$ cat config.mk
export PLATFORM = sky130hd
export DESIGN_NAME = uart_rx_fifo_flat
export DESIGN_NICKNAME = d
export VERILOG_FILES = /design/src/rtl/uart_pkg.sv /design/src/rtl/uart_rx_fifo_if.sv /design/src/rtl/uart_fifo_mem.sv /design/src/rtl/uart_rx_fifo.sv /design/src/flat_wrapper.sv
export SDC_FILE = /design/constraint.sdc
export NUM_CORES = 1
export LEC_CHECK = 0
export ABC_AREA = 1
export BUFFER_PORTS_ARGS = -buffer_cell sky130_fd_sc_hd__buf_2
export CAP_MARGIN = 20
export CORE_MARGIN = 4
export CORE_UTILIZATION = 45
export CTS_BUF_LIST = sky130_fd_sc_hd__clkbuf_4 sky130_fd_sc_hd__clkbuf_8
export DETAILED_ROUTE_END_ITERATION = 8
export PLACE_DENSITY = 0.67
export SLEW_MARGIN = 0
export SYNTH_ARGS = -nofsm -noshare
export SYNTH_HDL_FRONTEND = slang
export SYNTH_HIERARCHICAL = 1
export SYNTH_SLANG_ARGS = --single-unit
$ cat constraint.sdc
create_clock -name clk -period 2.5 [get_ports clk]
set_input_delay 0.5 -clock clk [delete_from_list [all_inputs] [get_ports clk]]
set_output_delay 0.5 -clock clk [all_outputs]
set_load 0.05 [all_outputs]
$ cat src/rtl/uart_pkg.sv
// Shared UART types and defaults for the receive-side buffer.
// Imported by the FIFO interface, storage array and top-level control.
package uart_pkg;

  localparam int UART_DATA_W = 8;

  typedef logic [UART_DATA_W-1:0] uart_byte_t;

endpackage : uart_pkg

$ cat src/rtl/uart_rx_fifo_if.sv
// Producer/consumer bus of the UART receive FIFO.
// The almost_full signal exists only when UART_FIFO_ALMOST_FULL_EN is defined.
interface uart_rx_fifo_if
  import uart_pkg::*;
#(
  parameter int DATA_W = UART_DATA_W,
  parameter int DEPTH  = 16
);

  localparam int CW = $clog2(DEPTH) + 1;

  logic              clear;
  logic              enable;
  logic [DATA_W-1:0] byte_in;
  logic [DATA_W-1:0] byte_out;
  logic              ready;
  logic              rd_ack;
  logic              full;
  logic              empty;
  logic [CW-1:0]     count;
  logic              overflow;
`ifdef UART_FIFO_ALMOST_FULL_EN
  logic              almost_full;
`endif

  // Master is the byte receiver plus consumer; slave is the FIFO itself.
  modport master (
    output clear, enable, byte_in, rd_ack,
    input  byte_out, ready, full, empty, count, overflow
`ifdef UART_FIFO_ALMOST_FULL_EN
    , input almost_full
`endif
  );

  modport slave (
    input  clear, enable, byte_in, rd_ack,
    output byte_out, ready, full, empty, count, overflow
`ifdef UART_FIFO_ALMOST_FULL_EN
    , output almost_full
`endif
  );

endinterface : uart_rx_fifo_if

$ cat src/rtl/uart_fifo_mem.sv
// DEPTH x DATA_W register array: one synchronous write port, one
// combinational read port. Contents are intentionally not reset.
module uart_fifo_mem
  import uart_pkg::*;
#(
  parameter int DATA_W = UART_DATA_W,
  parameter int DEPTH  = 16,
  localparam int AW    = $clog2(DEPTH)
) (
  input  logic              clk,
  input  logic              we,
  input  logic [AW-1:0]     waddr,
  input  logic [DATA_W-1:0] wdata,
  input  logic [AW-1:0]     raddr,
  output logic [DATA_W-1:0] rdata
);

  logic [DATA_W-1:0] mem_q [DEPTH];

  always_ff @(posedge clk) begin
    if (we) mem_q[waddr] <= wdata;
  end

  assign rdata = mem_q[raddr];

endmodule : uart_fifo_mem

$ cat src/rtl/uart_rx_fifo.sv
// First-word-fall-through receive FIFO with sticky overflow and sync flush.
// Define UART_FIFO_ALMOST_FULL_EN to add the registered almost_full flag.
module uart_rx_fifo
  import uart_pkg::*;
#(
  parameter int DATA_W = UART_DATA_W,
  parameter int DEPTH  = 16
`ifdef UART_FIFO_ALMOST_FULL_EN
  , parameter int AF_LVL = 12
`endif
) (
  input  logic            clk,
  input  logic            reset,
  uart_rx_fifo_if.slave   bus
);

  localparam int AW = $clog2(DEPTH);
  localparam int CW = AW + 1;

  logic [AW-1:0]     wr_ptr_q, wr_ptr_d;
  logic [AW-1:0]     rd_ptr_q, rd_ptr_d;
  logic [CW-1:0]     count_q, count_d;
  logic              overflow_q, overflow_d;
  logic [DATA_W-1:0] rdata;
  logic              empty, full, pop, push;

  assign empty = (count_q == '0);
  assign full  = (count_q == CW'(DEPTH));

  // A pop frees a slot in the same edge, so a full FIFO still accepts a write.
  assign pop  = !empty && bus.rd_ack;
  assign push = bus.enable && (!full || pop);

  always_comb begin
    wr_ptr_d   = wr_ptr_q;
    rd_ptr_d   = rd_ptr_q;
    count_d    = count_q;
    overflow_d = overflow_q;
    if (bus.clear) begin
      wr_ptr_d   = '0;
      rd_ptr_d   = '0;
      count_d    = '0;
      overflow_d = 1'b0;
    end else begin
      if (push) wr_ptr_d = wr_ptr_q + 1'b1;
      if (pop)  rd_ptr_d = rd_ptr_q + 1'b1;
      case ({push, pop})
        2'b10:   count_d = count_q + 1'b1;
        2'b01:   count_d = count_q - 1'b1;
        default: count_d = count_q;
      endcase
      if (bus.enable && !push) overflow_d = 1'b1;
    end
  end

  always_ff @(posedge clk or negedge reset) begin
    if (!reset) begin
      wr_ptr_q   <= '0;
      rd_ptr_q   <= '0;
      count_q    <= '0;
      overflow_q <= 1'b0;
    end else begin
      wr_ptr_q   <= wr_ptr_d;
      rd_ptr_q   <= rd_ptr_d;
      count_q    <= count_d;
      overflow_q <= overflow_d;
    end
  end

  uart_fifo_mem #(
    .DATA_W (DATA_W),
    .DEPTH  (DEPTH)
  ) u_mem (
    .clk   (clk),
    .we    (push && !bus.clear),
    .waddr (wr_ptr_q),
    .wdata (bus.byte_in),
    .raddr (rd_ptr_q),
    .rdata (rdata)
  );

  assign bus.byte_out = empty ? '0 : rdata;
  assign bus.ready    = !empty;
  assign bus.empty    = empty;
  assign bus.full     = full;
  assign bus.count    = count_q;
  assign bus.overflow = overflow_q;

`ifdef UART_FIFO_ALMOST_FULL_EN
  logic almost_full_q, almost_full_d;

  // Derived from the next count so the flag moves on the same edge as count.
  always_comb begin
    almost_full_d = (count_d >= CW'(AF_LVL));
  end

  always_ff @(posedge clk or negedge reset) begin
    if (!reset) almost_full_q <= 1'b0;
    else        almost_full_q <= almost_full_d;
  end

  assign bus.almost_full = almost_full_q;
`endif

endmodule : uart_rx_fifo
$ cat src/flat_wrapper.sv
// flat-port wrapper written by rule: the top's interface ports become plain ports
module uart_rx_fifo_flat import uart_pkg::*;
#(
  parameter int DATA_W = UART_DATA_W,
  parameter int DEPTH  = 16

)
  (clk, reset, bus_clear, bus_enable, bus_byte_in, bus_rd_ack, bus_byte_out, bus_ready, bus_full, bus_empty, bus_count, bus_overflow);
  uart_rx_fifo_if #(.DATA_W(DATA_W), .DEPTH(DEPTH)) bus_i ();
  input  logic clk;
  input  logic reset;
  input wire logic [$bits(bus_i.clear)-1:0] bus_clear;
  input wire logic [$bits(bus_i.enable)-1:0] bus_enable;
  input wire logic [$bits(bus_i.byte_in)-1:0] bus_byte_in;
  input wire logic [$bits(bus_i.rd_ack)-1:0] bus_rd_ack;
  output wire logic [$bits(bus_i.byte_out)-1:0] bus_byte_out;
  output wire logic [$bits(bus_i.ready)-1:0] bus_ready;
  output wire logic [$bits(bus_i.full)-1:0] bus_full;
  output wire logic [$bits(bus_i.empty)-1:0] bus_empty;
  output wire logic [$bits(bus_i.count)-1:0] bus_count;
  output wire logic [$bits(bus_i.overflow)-1:0] bus_overflow;
  assign bus_i.clear = bus_clear;
  assign bus_i.enable = bus_enable;
  assign bus_i.byte_in = bus_byte_in;
  assign bus_i.rd_ack = bus_rd_ack;
  assign bus_byte_out = bus_i.byte_out;
  assign bus_ready = bus_i.ready;
  assign bus_full = bus_i.full;
  assign bus_empty = bus_i.empty;
  assign bus_count = bus_i.count;
  assign bus_overflow = bus_i.overflow;
  uart_rx_fifo #(.DATA_W(DATA_W), .DEPTH(DEPTH)) u_core (.clk(clk), .reset(reset), .bus(bus_i));
endmodule
---- Yosys cells after proc, flatten, opt, wreduce, memory -nomap -nowiden ----
Memory sizes are Yosys's and may differ from the RTL's.
Cells that the tools add are included.
storage, ports and cells
  bits in registers ....................... 14
  memory bits (writable) .................. 128
  input port bits ......................... 13
  word-level logic and storage cells ...... 37
  memories kept ........................... 1
memory list
  memory              words  bits a word  read ports  clocked after memory_dff  write ports  line                 source
  u_core.u_mem.mem_q  16     8            1           0                         1            uart_fifo_mem.sv:18  logic [DATA_W-1:0] mem_q [DEPTH];
cells by class
  add/sub/neg operators ................... 4
  eq/ne operators ......................... 3
  mux-type cells .......................... 11
  reduce and logical (&&, ||, !) cells .... 14
operators with widths
  cell                 count
  $mux 4               4
  $pmux 5 s2           1
  $add 4x1->4 const B  2
  $mux 8               1
  $reduce_bool 2->1    3
  $add 5x1->5 const B  1
  $eq 5x5->1 const B   1
  $logic_not 5->1      1
  $mux 5               1
  $sub 5x1->5 const B  1
  $logic_and 1x1->1    4
  $logic_not 1->1      4
  $mux 1               4
  $reduce_bool 3->1    1
  $eq 2x1->1 const B   1
  $eq 2x2->1 const B   1
  $logic_or 1x1->1     1

---- Logic depth before layout (Yosys ltp) ----
  depth after elaboration ................. 9
  depth in mapped cells ................... 13
  mapped depth without buffers ............ 13

---- By module ----
The synthesis kept the hierarchy.
by module, submodules not included
  module         times used  cells each  area each (µm²)
  uart_fifo_mem  1           543         5606.6
  uart_rx_fifo   1           117         959.7

---- Worst setup path before layout ----
Ideal clock, no wire load.
  kind .................................... reg2out
  start ................................... register u_core.count_q[1] (netlist: u_core/bus.count[1])
  end ..................................... output bus_empty
  arrival time ............................ 1983 ps
  required time ........................... 2000 ps
  path slack .............................. 17 ps
  stages on the path, launching flop included .. 5
  path buffers ............................ 1
  cell sequence ........................... dfrtp_1 nor2_4 nand3_4 clkbuf_1 inv_1
on the way
  cells in the longest elaborated chain, start to end .. 1
ends and longest elaborated chain
  what                      line                source
  start: declaration        uart_rx_fifo.sv:22  logic [CW-1:0] count_q, count_d;
  start signal: assignment  uart_rx_fifo.sv:65  count_q <= count_d;
  $logic_not 5->1           uart_rx_fifo.sv:27  assign empty = (count_q == '0);
  end: declaration          flat_wrapper.sv:19  output wire logic [$bits(bus_i.empty)-1:0] bus_empty;
No other way between the ends.

---- Worst setup path after layout ----
  start ................................... register u_core.rd_ptr_q[0]
  end ..................................... output bus_byte_out[3]
on the way
  cells in the longest elaborated chain, start to end .. 2
ends and longest elaborated chain
  what                       line                source
  start: declaration         uart_rx_fifo.sv:21  logic [AW-1:0] rd_ptr_q, rd_ptr_d;
  start signal: assignment   uart_rx_fifo.sv:64  rd_ptr_q <= rd_ptr_d;
  $mem_v2 16x8               n/a
  named net u_core.rdata[3]  uart_rx_fifo.sv:24  logic [DATA_W-1:0] rdata;
  $mux 8                     uart_rx_fifo.sv:82  assign bus.byte_out = empty ? '0 : rdata;
  end: declaration           flat_wrapper.sv:16  output wire logic [$bits(bus_i.byte_out)-1:0] bus_byte_out;
The timed path passes the listed nets, and every way through them passes these cells.

==> metrics <==
Final Slew Violations=0; Avg WL per Cell=17.1 µm; worst reg2reg endpoint=u_core/bus.count[4]$_DFFE_PN0P_; DP Area=~7000 µm²; top cells by area, synth=edfxtp_1 (59%), nand2_1 (12%), nand3_1 (8.5%); Fmax=403 MHz; total CTS buffers=17; fin area=7690 µm²; H-tree levels=4; min Tclk post-route=2.48 ns; Horiz. Die Dim=129 µm; Slew @ Worst Pin=0.584 ns; nets=732; clock buffer depth=2; worst vdd ir=823 µV; max_cap viols=0; CP startpoint kind=flip-flop; pre-CTS setup slack=0.288 ns; Worst Hold Class=in -> reg; yosys warns=6; Non-Filler Instances=905; Crit. Startpoint=u_core/rd_ptr_q[0]$_DFFE_PN0P_; die area=16600 µm²; Starting Density=0.466; Final period util=0.994; DR vias=4727; I/O Buffers=29; Synth area leader=edfxtp_1; Yosys cell types=29; worst-path fanout max=17; dpl hpwl=between 9000 and 10000 µm; Switch Pwr=2.48 mW; root cell of the clock tree=clkbuf_8; Comb pwr share=0.352; first-pass GRT wire length=24200 µm; Boundary Pins=30; GP Congestion=0.804; Sw Ratio=0.365; CP endpoint kind=output port; Syn Area/Cell=about 9.9 µm²; Layout fillers=~1200; syn_nets=679; Tot GR Track Use=0.193; internal power=4.31 mW; Synth-to-Final Area Change=17.2%; Pleak=3.44 nW; largest net degree at the start of global routing=36; Required @ worst endpoint=~2 ns; top-area cell type share of the netlist area=0.585; CTS clk-pin slew, worst paths=0.07 ns; R2R setup slack=0.29 ns; core area=14100 µm²; gr ovfl total=0; DR vias/cell=5.22; Cells after Synth=between 600 and 700; antenna viol nets, final=0; FF-to-FF Start=u_core/bus.count[1]$_DFFE_PN0P_; Setup Viol. Count Final=0; crit path capture=bus_byte_out[3]; clk sinks=142; WHS=0.379 ns; final setup margin=0.0160 ns; Power Density=883 nW/µm²; data arrival time of the worst path=~2 ns; Fin. Hold Viols=0; Post-Syn Area=6570 µm²; Initial DRC Count=approximately 470; Clock Skew=0.00895 ns; Row Count=43; initial antenna violation count=0; Util after Layout=0.546; Pre-antenna DRT Iters=5; Crit Path Category=reg -> out; final WL=15500 µm; number of global-route vias before repair=4656; Reg power frac=0.400; antenna cells=0; Die Ht=129 µm; RSZ-0062 raised after global routing=true; Seq cells post-synth=between 100 and 150; clock power share=0.248; relative slew slack=0.610; Worst-Skew Late Latency=between 0.4 and 0.5 ns; CTS tree=yes; status=complete, no violations; drt drc=0; Cells after DPL=865; R2R depth=13; share of cells above drive strength 1=0.167; Seq/Total Area, Yosys=0.639
per-stage QoR:
stage               TNS [ns]  total power, mW
floorplan                  0             4.29
finish                     0             6.79
global placement           0             4.70
detailed placement         0             4.73
CTS                        0             6.69
global route          -0.617             7.11
placed cells by master, fill, tap and decap left out, types with 5 or more instances in the layout:
cell type,n
nand2_1,198
edfxtp_1,128
inv_1,118
nand3_1,92
nor2_1,22
buf_2,21
nand3_2,20
buf_4,19
clkbuf_8,17
dfrtp_1,13
buf_6,8
clkinv_1,6
a21oi_1,5
ha_1,5
worst min path at each step:
stage	start	to	slack, ns	cells after the start
floorplan	reset	u_core/bus.count[0]$_DFFE_PN0P_	0.20	0
global placement	reset	u_core/bus.count[3]$_DFFE_PN0P_	0.42	1
detailed placement	reset	u_core/bus.count[3]$_DFFE_PN0P_	0.42	1
CTS	bus_clear	u_core/rd_ptr_q[1]$_DFFE_PN0P_	0.35	2
global route	bus_clear	u_core/rd_ptr_q[0]$_DFFE_PN0P_	0.38	2
finish	bus_clear	u_core/bus.overflow$_DFFE_PN0P_	0.38	2
Yosys cell counts (all sizes together):
master,number
edfxtp,128
inv,122
xnor2,3
a21oi,6
ha,5
fa,1
nor2,24
a31oi,1
clkbuf,2
nand2,203
dfrtp,14
o31ai,3
buf,24
nand3b,4
o21ai,3
nand3,114
xor2,3
power groups by stage:
stage                     Clock (mW)  Combinational (mW)  Sequential [mW]
after CTS                       1.72                2.26             2.71
final                           1.69                2.39             2.72
after global routing            1.82                2.56             2.73
after global placement             0                1.94             2.76
after floorplan                    0                1.45             2.84
after detailed placement           0                1.97             2.76
layout make-up:
| class | count | area (µm²) | area share |
|---|---|---|---|
| flip-flops and latches | 142 | 4200 | 0.545 |
| clock inverters | 11 | 100 | 0.0130 |
| clock buffers | 20 | 256 | 0.0333 |
| multi-input cells | 370 | 1850 | 0.240 |
| inverters | 122 | 468 | 0.0608 |
| repair buffers | 60 | 603 | 0.0784 |
| well taps | 180 | 225 | 0.0293 |
worst max-delay path, stage by stage (launching register included):
cell and delay [ns]:
dfrtp_2 0.48, buf_12 0.17, buf_16 0.15, nand2_1 0.08, nand3_1 0.09, nand3_1 0.09, nand3_1 0.08, nand2_1 0.11
nand2_1 0.06, inv_1 0.08, buf_6 0.16
state kept, by name, indices dropped and copies added (netlist names):
signal               flops
u_core/rd_ptr_q          4
u_core/bus.count         5
u_core/u_mem/mem_q     128
u_core/wr_ptr_q          4
u_core/bus.overflow      1
metal layers:
layer	vias up	part of all wire	GRT usage
met4	0	0.023	0.0754
met3	31	0.075	0.0482
met2	187	0.48	0.313
li1	2227	-	-
met5	-	0	0
met1	2282	0.43	0.251
logic make-up after synthesis:
kind of cell,synth area share
compound gates,0.0147
simple gates,0.230
fa+ha+maj,0.0126
xor+xnor,0.00800
buf+inv,0.0962
flops,0.639
timing repair:
action                                  CTS  global route
setup buffers                             2             0
endpoints found under the setup margin    8             8
endpoints found under the hold margin    14             0
gates cloned                              4             2
resized for setup                        26            25
pin swaps                                 2             3
hold buffers                              1             0
(Power assumes the default switching activity.)
